$ cat src/rtl/barrel_unshifter_pipe.sv
// Pipelined rotate-right unit: stage s conditionally rotates right by 2**s.
// Valid/ready handshake with a combinational ready chain, so no bubbles are inserted.
module barrel_unshifter_pipe #(
  parameter int WIDTH = 8,
  parameter int SHW   = $clog2(WIDTH)
) (
  input  logic             clk,
  input  logic             rst,
  input  logic             in_valid,
  output logic             in_ready,
  input  logic [WIDTH-1:0] in_data,
  input  logic [SHW-1:0]   in_shifts,
  output logic             out_valid,
  input  logic             out_ready,
  output logic [WIDTH-1:0] out_data,
  output logic [SHW-1:0]   out_shifts,
  output logic             busy
);

  // Handshake: a word moves across any boundary on a clock edge where the
  // upstream valid and the downstream ready are both high. A stage may load
  // when it is empty or when the stage after it is itself advancing.

  logic [SHW-1:0]   v;
  logic [WIDTH-1:0] d     [SHW];
  logic [SHW-1:0]   sh    [SHW];

  logic [SHW-1:0]   adv;
  logic [SHW-1:0]   up_v;
  logic [WIDTH-1:0] up_d  [SHW];
  logic [SHW-1:0]   up_sh [SHW];

  function automatic logic [WIDTH-1:0] rotr_stage(input logic [WIDTH-1:0] x,
                                                   input int s);
    int amt;
    amt = 1 << s;
    return (x >> amt) | (x << (WIDTH - amt));
  endfunction

  // Ready ripples from the output back to the input within one cycle.
  always_comb begin : ready_chain
    logic carry;
    carry = out_ready;
    adv   = '0;
    for (int s = SHW - 1; s >= 0; s--) begin
      adv[s] = ~v[s] | carry;
      carry  = adv[s];
    end
  end

  always_comb begin
    up_v = '0;
    for (int s = 0; s < SHW; s++) begin
      up_d[s]  = '0;
      up_sh[s] = '0;
    end
    up_v[0]  = in_valid;
    up_sh[0] = in_shifts;
    up_d[0]  = in_shifts[0] ? rotr_stage(in_data, 0) : in_data;
    for (int s = 1; s < SHW; s++) begin
      up_v[s]  = v[s-1];
      up_sh[s] = sh[s-1];
      up_d[s]  = sh[s-1][s] ? rotr_stage(d[s-1], s) : d[s-1];
    end
  end

  always_ff @(posedge clk or posedge rst) begin
    if (rst) begin
      v <= '0;
      for (int s = 0; s < SHW; s++) begin
        d[s]  <= '0;
        sh[s] <= '0;
      end
    end else begin
      for (int s = 0; s < SHW; s++) begin
        if (adv[s]) begin
          v[s]  <= up_v[s];
          d[s]  <= up_d[s];
          sh[s] <= up_sh[s];
        end
      end
    end
  end

  assign in_ready   = adv[0];
  assign out_valid  = v[SHW-1];
  assign out_data   = d[SHW-1];
  assign out_shifts = sh[SHW-1];
  assign busy       = |v;

endmodule
$ cat config.mk
export PLATFORM = sky130hd
export DESIGN_NAME = barrel_unshifter_pipe
export DESIGN_NICKNAME = d
export VERILOG_FILES = /design/src/rtl/barrel_unshifter_pipe.sv
export SDC_FILE = /design/constraint.sdc
export NUM_CORES = 1
export LEC_CHECK = 0
export BUFFER_PORTS_ARGS = -buffer_cell sky130_fd_sc_hd__buf_2
export CORE_MARGIN = 2
export CORE_UTILIZATION = 40
export DETAILED_ROUTE_END_ITERATION = 10
export HOLD_SLACK_MARGIN = 0.12
export SETUP_SLACK_MARGIN = 0.5
export SLEW_MARGIN = 20
export SYNTH_ARGS = -nofsm -noshare
export SYNTH_HDL_FRONTEND = slang
export SYNTH_SLANG_ARGS = --single-unit
$ cat constraint.sdc
create_clock -name clk -period 1.7 [get_ports clk]
set_clock_uncertainty 0.1 [all_clocks]
set_input_delay 0.085 -clock clk [delete_from_list [all_inputs] [get_ports clk]]
set_output_delay 0.085 -clock clk [all_outputs]
set_load 0.01 [all_outputs]
==> impl_metrics.py, run 1 <==
metrics = {
    "outcome": {
        "status": "complete, no violations",
    },
    "global_route": {
        "grtUsageMet2": 0.233,
        "met3_usage": 0.0349,
        "grt_max_degree": 37,
        "antenna_found_initial": 0,
        "track_usage": 0.143,
        "grt-ovfl-total": 0,
        "grt_pass1_wl_um": 5210,
        "grt_pass1_vias": 1070,
        "top_usage_layer": "met2",
        "grt_use_met1": 0.173,
    },
    "critical_path": {
        "r2r-end": "out_data[3]",
        "rr_worst_depth": 3,
        "path_delay_family": "flip-flops",
        "reg2reg_from": "sh[5]",
        "cpPeakStageDelay_ns": 0.39,
        "worst_ep_required_time_ns": 1.51,
        "crit_fanout": 3,
        "crit_path_top_delay_cell": "dfrtp_1",
        "path_class": "reg -> out",
        "rrSetupSlack_ns": 0.38,
        "path_cells": "or3_1, buf_2",
        "critPathArrivalTime_ns": 1.18,
        "start_kind": "flip-flop",
        "crit_buf_inv": 1,
        "endpoint_kind": "output port",
    },
    "route": {
        "drtPass1Iterations": 4,
        "via_per_inst": 4.90,
        "drt-initial-drc-count": 19,
        "drc": 0,
        "wl_per_cell_um": 14.9,
        "finalWirelength_um": 3060,
        "antenna_left": 0,
        "num_vias": 1005,
    },
    "clock_tree": {
        "cts.clk_slew.worst_paths_ns": 0.06,
        "cts_hold_buf": 9,
        "clkLatencyLatePin_ns": 0.29,
        "clock-root-buffer": "clkbuf_8",
        "htreeDepth": 2,
        "clock_path_buffers": 2,
        "cts_buffers": 5,
        "cts_tree": "done",
        "cts.sinks": 36,
    },
    "sta": {
        "worst_pin_slew_ns": 0.446,
        "setup_violations": 0,
        "rsz0062_at_grt": "true",
        "max_freq_ghz": 0.734,
        "period_needed_ns": 1.36,
        "fin_crit_sh": 0.802,
        "max-slew-margin-rel": 0.703,
        "report.final.slew_viol_count": 0,
        "fin_setup_tns_ns": 0,
        "final_hold_viol_count": 0,
    },
    "yosys": {
        "synth_top_cell_by_area": "dfrtp_1",
        "ys_seq_elements": 36,
        "synth_nets": 133,
        "ys_seq_area_frac": 0.528,
        "ys_types": 10,
        "yosysWarnings": 0,
        "netlist_area_mm2": 0.00171,
        "yosysTopAreaCellShare": 0.528,
        "synthCells": 118,
        "syn_area_per_cell_um2": 14.5,
        "synthTopCellsByArea": "dfrtp_1, mux2_2, mux2_1",
    },
    "cells_and_area": {
        "fin_util": 0.534,
        "syn_to_final_growth_pct": 26.9,
        "layout-drive-gt1-share": 0.613,
        "antennaDiodeCount": 0,
        "final_common_cell": "dfrtp_1",
        "final_cell_mix": "dfrtp_1, mux2_2, buf_2",
        "nets": 169,
        "stdcell_count": 205,
    },
    "worst_hold_path": {
        "hold_path_depth": 3,
        "worstHoldPathType": "in -> reg",
        "min-delay-start": "out_ready",
        "min_to": "v[1]",
    },
    "flow_run": {
        "maxCapViolCount": 0,
    },
    "placed_design": {
        "hpwl_um": 2020,
        "port_buffers": 28,
        "place_congestion": 0.699,
        "dp_cells": 183,
    },
    "floorplanning": {
        "dieArea_mm2": 0.00481,
        "rows": 23,
        "core-area_mm2": 0.00406,
        "die_w_um": 69.3,
        "start_util": 0.421,
        "die_height_um": 69.3,
        "ios": 29,
    },
    "power_and_ir_drop": {
        "power_density_mw_per_mm2": 1190,
        "p_total_mw": 2.58,
        "leakage_nw": 1.00,
        "peakVddDrop_uv": 823,
    },
}
## registers in the layout, indices dropped and copies added, names as in the netlist
| signal | cells |
|---|---|
| d | 16 |
| out_data | 8 |
| out_shifts | 3 |
| sh | 6 |
| v | 3 |
## metrics by stage
step	worst slack, ns	hold slack, ns	instance area (um2)
2_1_floorplan	0.352	0.0934	1800
3_3_place_gp	0.270	0.104	1890
3_5_place_dp	0.230	0.116	1890
4_1_cts	0.320	0.00876	2150
5_1_grt	0.273	0.0331	2170
6_report	0.337	0.0163	2170
## tightest hold or removal path: stages
cell and delay [ns]:
buf_2 0.09, nand3b_1 0.13, nand2b_1 0.06
## report_power, final
group	internal, mW	switching (mW)
combinational	0.446	0.247
sequential	1.04	0.116
clock	0.435	0.294
total	1.92	0.657
## how the worst max path moves through the flow
stage,cells past startpoint,startpoint,end,slack [ns]
detailed placement,2,sh[5],out_data[3],0.23
global placement,2,sh[5],out_data[3],0.27
floorplan,3,v[2],d[18],0.35
global route,2,v[1],busy,0.27
CTS,2,v[0],busy,0.32
finish,2,v[0],busy,0.34
## layout make-up
type / instances / area (um2)
inverters: 1 / 3.75
well taps: 50 / 62.6
fillers: 357 / 1890
flip-flops and latches: 36 / 903
repair buffers: 46 / 328
multi-input cells: 64 / 761
clock buffers: 6 / 72.6
clock inverters: 2 / 35.0
## layer usage
layer	wire length [um]	vias to the layer above
met5	0	-
met4	64	0
met3	103	7
met2	1530	19
met1	1360	501
li1	-	478
## cells by family (layout without fill, tap and decap cells)
family	after synthesis	in the layout	synth area share
buffers and inverters	18	55	0.0682
muxes	57	57	0.376
DFF	36	36	0.528
and+or+nand+nor	7	7	0.0279
## repair_timing
| item | in CTS | in global routing |
|---|---|---|
| endpoints found under the hold margin | 49 | 6 |
| gates resized for setup | 11 | 4 |
| setup buffers | 5 | 0 |
| setup endpoints to repair | 35 | 35 |
| pin swaps | 1 | 0 |
## Yosys cell counts
cell type  instances
mux2_2            43
dfrtp_1           36
mux2_1            14
buf_4             11
buf_2              6
nand2b_1           4
inv_1              1
nand3b_1           1
nand4b_1           1
or3_1              1
No activity file was read; power rests on OpenSTA's default activity.
==> run 2: changes to the inputs <==
clock period = 1.4 ns   (was 1.7 ns; I/O delays follow)
==> impl_metrics.py, run 2 (synthesis gave the netlist of run 1 again) <==
metrics = {
    "floorplanning": {
        "die_height_um": 69.3,
        "die_w_um": 69.3,
        "rows": 23,
        "ios": 29,
        "dieArea_mm2": 0.00481,
        "start_util": 0.421,
        "core-area_mm2": 0.00406,
    },
    "sta": {
        "max-slew-margin-rel": 0.879,
        "final_hold_viol_count": 1,
        "worst_slack_ns": 0.0450,
        "report.final.slew_viol_count": 0,
        "fin_crit_sh": 0.968,
        "max_freq_ghz": 0.738,
        "setup_violations": 0,
        "period_needed_ns": 1.36,
        "rsz0062_at_grt": "true",
        "worst_pin_slew_ns": 0.181,
        "holdWs_ns": -0.0646,
    },
    "critical_path": {
        "start_kind": "flip-flop",
        "cpPeakStageDelay_ns": 0.41,
        "crit_path_top_delay_cell": "dfrtp_2",
        "worst_ep_required_time_ns": 1.23,
        "crit_buf_inv": 2,
        "endpoint_kind": "output port",
        "crit_fanout": 5,
        "path_class": "reg -> out",
        "rrSetupSlack_ns": 0.07,
        "path_cells": "nand4b_1, buf_4, buf_6",
        "critPathArrivalTime_ns": 1.19,
        "rr_worst_depth": 3,
        "path_delay_family": "flip-flops",
        "crit_cells": 3,
    },
    "cells_and_area": {
        "top_register": "d",
        "antennaDiodeCount": 0,
        "stdcell_count": 207,
        "final_common_cell": "mux2_4",
        "final_area_mm2": 0.00235,
        "largest_reg_flops": 16,
        "syn_to_final_growth_pct": 37.9,
        "nets": 172,
        "final_cell_mix": "mux2_4, dfrtp_1, buf_2",
        "layout-drive-gt1-share": 0.739,
        "n_fill_cell": 321,
    },
    "global_route": {
        "grt_pass1_vias": 1069,
        "antenna_found_initial": 0,
        "track_usage": 0.141,
        "grt_pass1_wl_um": 5170,
        "grt-ovfl-total": 0,
        "grt_max_degree": 22,
    },
    "clock_tree": {
        "cts_tree": "done",
        "cts.sinks": 36,
        "cts_buffers": 5,
        "clock-root-buffer": "clkbuf_8",
        "clkLatencyLatePin_ns": 0.28,
        "htreeDepth": 2,
        "clock_path_buffers": 2,
        "cts.clk_slew.worst_paths_ns": 0.07,
        "cts_hold_buf": 3,
    },
    "route": {
        "wl_per_cell_um": 16.6,
        "num_vias": 1029,
        "via_per_inst": 4.97,
        "antenna_left": 0,
        "highest_layer": "met4",
        "finalWirelength_um": 3440,
        "wl_met1_um": 1500,
        "dr_wl_met3_um": 128,
        "drc": 0,
        "dr_wl_met2_um": 1770,
        "drtPass1Iterations": 4,
        "drt-initial-drc-count": 43,
    },
    "placed_design": {
        "place_congestion": 0.661,
        "dpl-instance-area_mm2": 0.00196,
        "dp_cells": 184,
        "hpwl_um": 2150,
        "pre_cts_slack_ns": -0.0180,
        "port_buffers": 28,
    },
    "worst_hold_path": {
        "hold_path_depth": 2,
        "worstHoldPathType": "in -> reg",
    },
    "flow_run": {
        "maxCapViolCount": 0,
    },
    "power_and_ir_drop": {
        "peakVddDrop_uv": 622,
        "power_density_mw_per_mm2": 1380,
        "leakage_nw": 1.17,
    },
    "outcome": {
        "violations": "negative hold slack",
        "status": "finished with violations",
    },
}
[run 2: changes by cell type in the layout (fill, tap and decap cells not counted), moves of 2 or more]
cell | previous run | this run
mux2_4 | 19 | 42
mux2_2 | 30 | 15
mux2_1 | 8 | 0
dlygate4sd3_1 | 9 | 3
buf_12 | 0 | 5
buf_4 | 2 | 6
buf_2 | 28 | 26
buf_6 | 6 | 8
clkbuf_8 | 5 | 7
nand2b_1 | 4 | 2
nand2b_4 | 0 | 2
[run 2: final cells by class]
cell class / count / area, um2 / share of cell area
clock buffers: 7 / 96.3 / 0.0409
well taps: 50 / 62.6 / 0.0266
repair buffers: 49 / 420 / 0.179
inverters: 1 / 7.51 / 0.00319
multi-input cells: 64 / 862 / 0.366
flip-flops and latches: 36 / 905 / 0.384
[run 2: worst reg2reg max path, stage by stage, from the launching register on]
cell and delay [ns]:
dfrtp_2 0.41, nand4b_1 0.19, buf_12 0.21, mux2_4 0.30
[run 2: worst paths after layout]
kind | from | end
setup / recovery | v[2] | in_ready
hold / removal | in_shifts[1] | sh[7]
setup reg to reg | v[2] | d[23]
hold reg to reg | out_shifts[0] | out_shifts[0]
max in group asynchronous | rst | sh[5]
min in group asynchronous | rst | d[20]
[run 2: what timing repair did]
item,4_1_cts,5_1_grt
gates cloned,0,1
gates resized for setup,8,32
buffers inserted,7,5
endpoints found under the hold margin,49,10
setup endpoints to repair,50,71
pin swaps,2,1
[run 2: per-stage QoR]
step	power, mW	hold WS, ns	util	TNS (ns)
final	3.24	-0.0646	0.580	0
after global routing	3.44	-0.0723	0.580	-0.0225
after CTS	3.08	-0.0821	0.530	0
after detailed placement	2.23	-0.0189	0.482	-0.107
after global placement	2.21	-0.0215	0.482	-0.0560
after floorplan	2.13	-0.0766	-	0
[run 2: where the power goes]
| part | total, mW | leakage [nW] | internal (mW) | switching, mW |
|---|---|---|---|---|
| clock network | 0.778 | 0.0503 | 0.438 | 0.340 |
| registers | 1.42 | 0.414 | 1.27 | 0.158 |
| logic | 1.04 | 0.703 | 0.701 | 0.340 |
[run 2: routing by layer]
metal  global-route usage  vias to the layer above
li1                     -                      481
met1                0.153                      522
met2                0.253                       21
met3               0.0523                        5
met4               0.0458                        0
met5                    0                        -
==> run 3: changes to the inputs <==
CORE_ASPECT_RATIO = 0.9   (was not set)
==> impl_metrics.py, run 3 (synthesis gave the netlist of run 1 again) <==
metrics = {
    "outcome": {
        "status": "finished with violations",
        "violations": "negative hold slack",
    },
    "critical_path": {
        "critPathArrivalTime_ns": 1.45,
        "cpPeakStageDelay_ns": 0.41,
        "path_class": "reg -> reg",
        "start_kind": "flip-flop",
        "crit_buf_inv": 1,
        "crit_fanout": 6,
        "endpoint_kind": "flip-flop",
        "crit_path_top_delay_cell": "dfrtp_1",
        "worst_ep_required_time_ns": 1.47,
        "path_delay_family": "flip-flops",
        "path_cells": "nand3b_1, clkbuf_16, mux2_4",
    },
    "global_route": {
        "track_usage": 0.151,
        "grt_max_degree": 37,
        "grt-ovfl-total": 0,
        "grt_pass1_wl_um": 5420,
        "antenna_found_initial": 0,
        "grt_pass1_vias": 1124,
    },
    "floorplanning": {
        "ios": 29,
        "rows": 22,
        "start_util": 0.416,
        "dieArea_mm2": 0.00481,
        "die_height_um": 66.0,
        "core-area_mm2": 0.00410,
        "die_w_um": 72.9,
    },
    "cells_and_area": {
        "largest_reg_flops": 16,
        "antennaDiodeCount": 0,
        "n_fill_cell": 350,
        "final_cell_mix": "dfrtp_1, mux2_4, buf_2",
        "nets": 174,
        "top_register": "d",
        "syn_to_final_growth_pct": 37.5,
        "stdcell_count": 208,
        "final_common_cell": "dfrtp_1",
        "layout-drive-gt1-share": 0.700,
    },
    "clock_tree": {
        "cts_tree": "done",
        "htreeDepth": 2,
        "clock-root-buffer": "clkbuf_8",
        "clkLatencyLatePin_ns": 0.28,
        "cts_buffers": 5,
        "cts.sinks": 36,
        "cts.clk_slew.worst_paths_ns": 0.07,
        "clock_path_buffers": 2,
    },
    "route": {
        "antenna_left": 0,
        "finalWirelength_um": 3550,
        "wl_per_cell_um": 17.1,
        "via_per_inst": 4.90,
        "drt-initial-drc-count": 21,
        "num_vias": 1019,
        "drtPass1Iterations": 3,
        "drc": 0,
    },
    "flow_run": {
        "maxCapViolCount": 0,
    },
    "sta": {
        "worst_pin_slew_ns": 0.270,
        "report.final.slew_viol_count": 0,
        "period_needed_ns": 1.38,
        "rsz0062_at_grt": "true",
        "fin_crit_sh": 0.987,
        "max_freq_ghz": 0.724,
        "final_hold_viol_count": 1,
        "max-slew-margin-rel": 0.820,
        "setup_violations": 0,
        "holdWs_ns": -0.0715,
    },
    "power_and_ir_drop": {
        "peakVddDrop_uv": 683,
        "p_total_mw": 3.31,
        "power_density_mw_per_mm2": 1410,
        "leakage_nw": 1.13,
    },
    "worst_hold_path": {
        "worstHoldPathType": "in -> reg",
    },
    "placed_design": {
        "dp_cells": 182,
        "port_buffers": 28,
        "hpwl_um": 2060,
        "place_congestion": 0.608,
    },
}
[run 3: worst paths after layout]
kind / endpoint / start / slack [ns] / cells past startpoint
max: d[9] / v[2] / 0.02 / 3
min: sh[7] / in_shifts[1] / -0.07 / 2
max reg2reg: d[9] / v[2] / 0.02 / 3
min reg2reg: sh[6] / sh[6] / 0.40 / 1
max in group asynchronous: sh[7] / rst / 0.74 / 4
min in group asynchronous: sh[6] / rst / 0.27 / 4
[run 3: worst register-to-register path: stages (launching register included)]
cell	delay (ns)
dfrtp_1	0.41
nand3b_1	0.25
clkbuf_16	0.22
mux2_4	0.29
[run 3: final cells by class]
type | count | area, um2 | share of cell area
clock buffer | 5 | 68.8 | 0.0293
clock inverter | 3 | 42.5 | 0.0181
inverter | 1 | 7.51 | 0.00320
multi-input combinational | 64 | 813 | 0.346
sequential | 36 | 903 | 0.385
tap | 48 | 60.1 | 0.0256
timing repair buffer | 51 | 452 | 0.192
[run 3: report_power, final]
| group | internal [mW] | switching, mW |
|---|---|---|
| combinational | 0.662 | 0.346 |
| clock | 0.527 | 0.368 |
| sequential | 1.27 | 0.146 |
| total | 2.45 | 0.860 |
[run 3: stage by stage]
step / setup TNS (ns) / hold WS, ns / worst slack, ns / cell area [um2] / util
finish: 0 / -0.0715 / 0.0188 / 2350 / 0.572
detailed placement: -0.103 / 0.0244 / -0.0222 / 1950 / 0.476
global route: -0.162 / -0.0775 / -0.0220 / 2350 / 0.572
global placement: 0 / 0.0181 / 0.0101 / 1950 / 0.476
CTS: 0 / -0.104 / 0.0110 / 2140 / 0.522
floorplan: 0 / -0.0766 / 0.0515 / 1810 / -
[run 3: layer usage]
metal  global-route usage  vias up  routed length, um
met3               0.0381        2                 98
met1                0.195      513               1730
met5                    0        -                  0
li1                     -      485                  -
met2                0.247       19               1700
met4               0.0486        0                 18
[run 3: repair_timing]
item,CTS,global route
hold buffers,2,1
resized for setup,8,17
hold endpoints to repair,48,11
cloned,0,3
pin swaps,2,1
buffers inserted,5,7
setup endpoints to repair,50,50
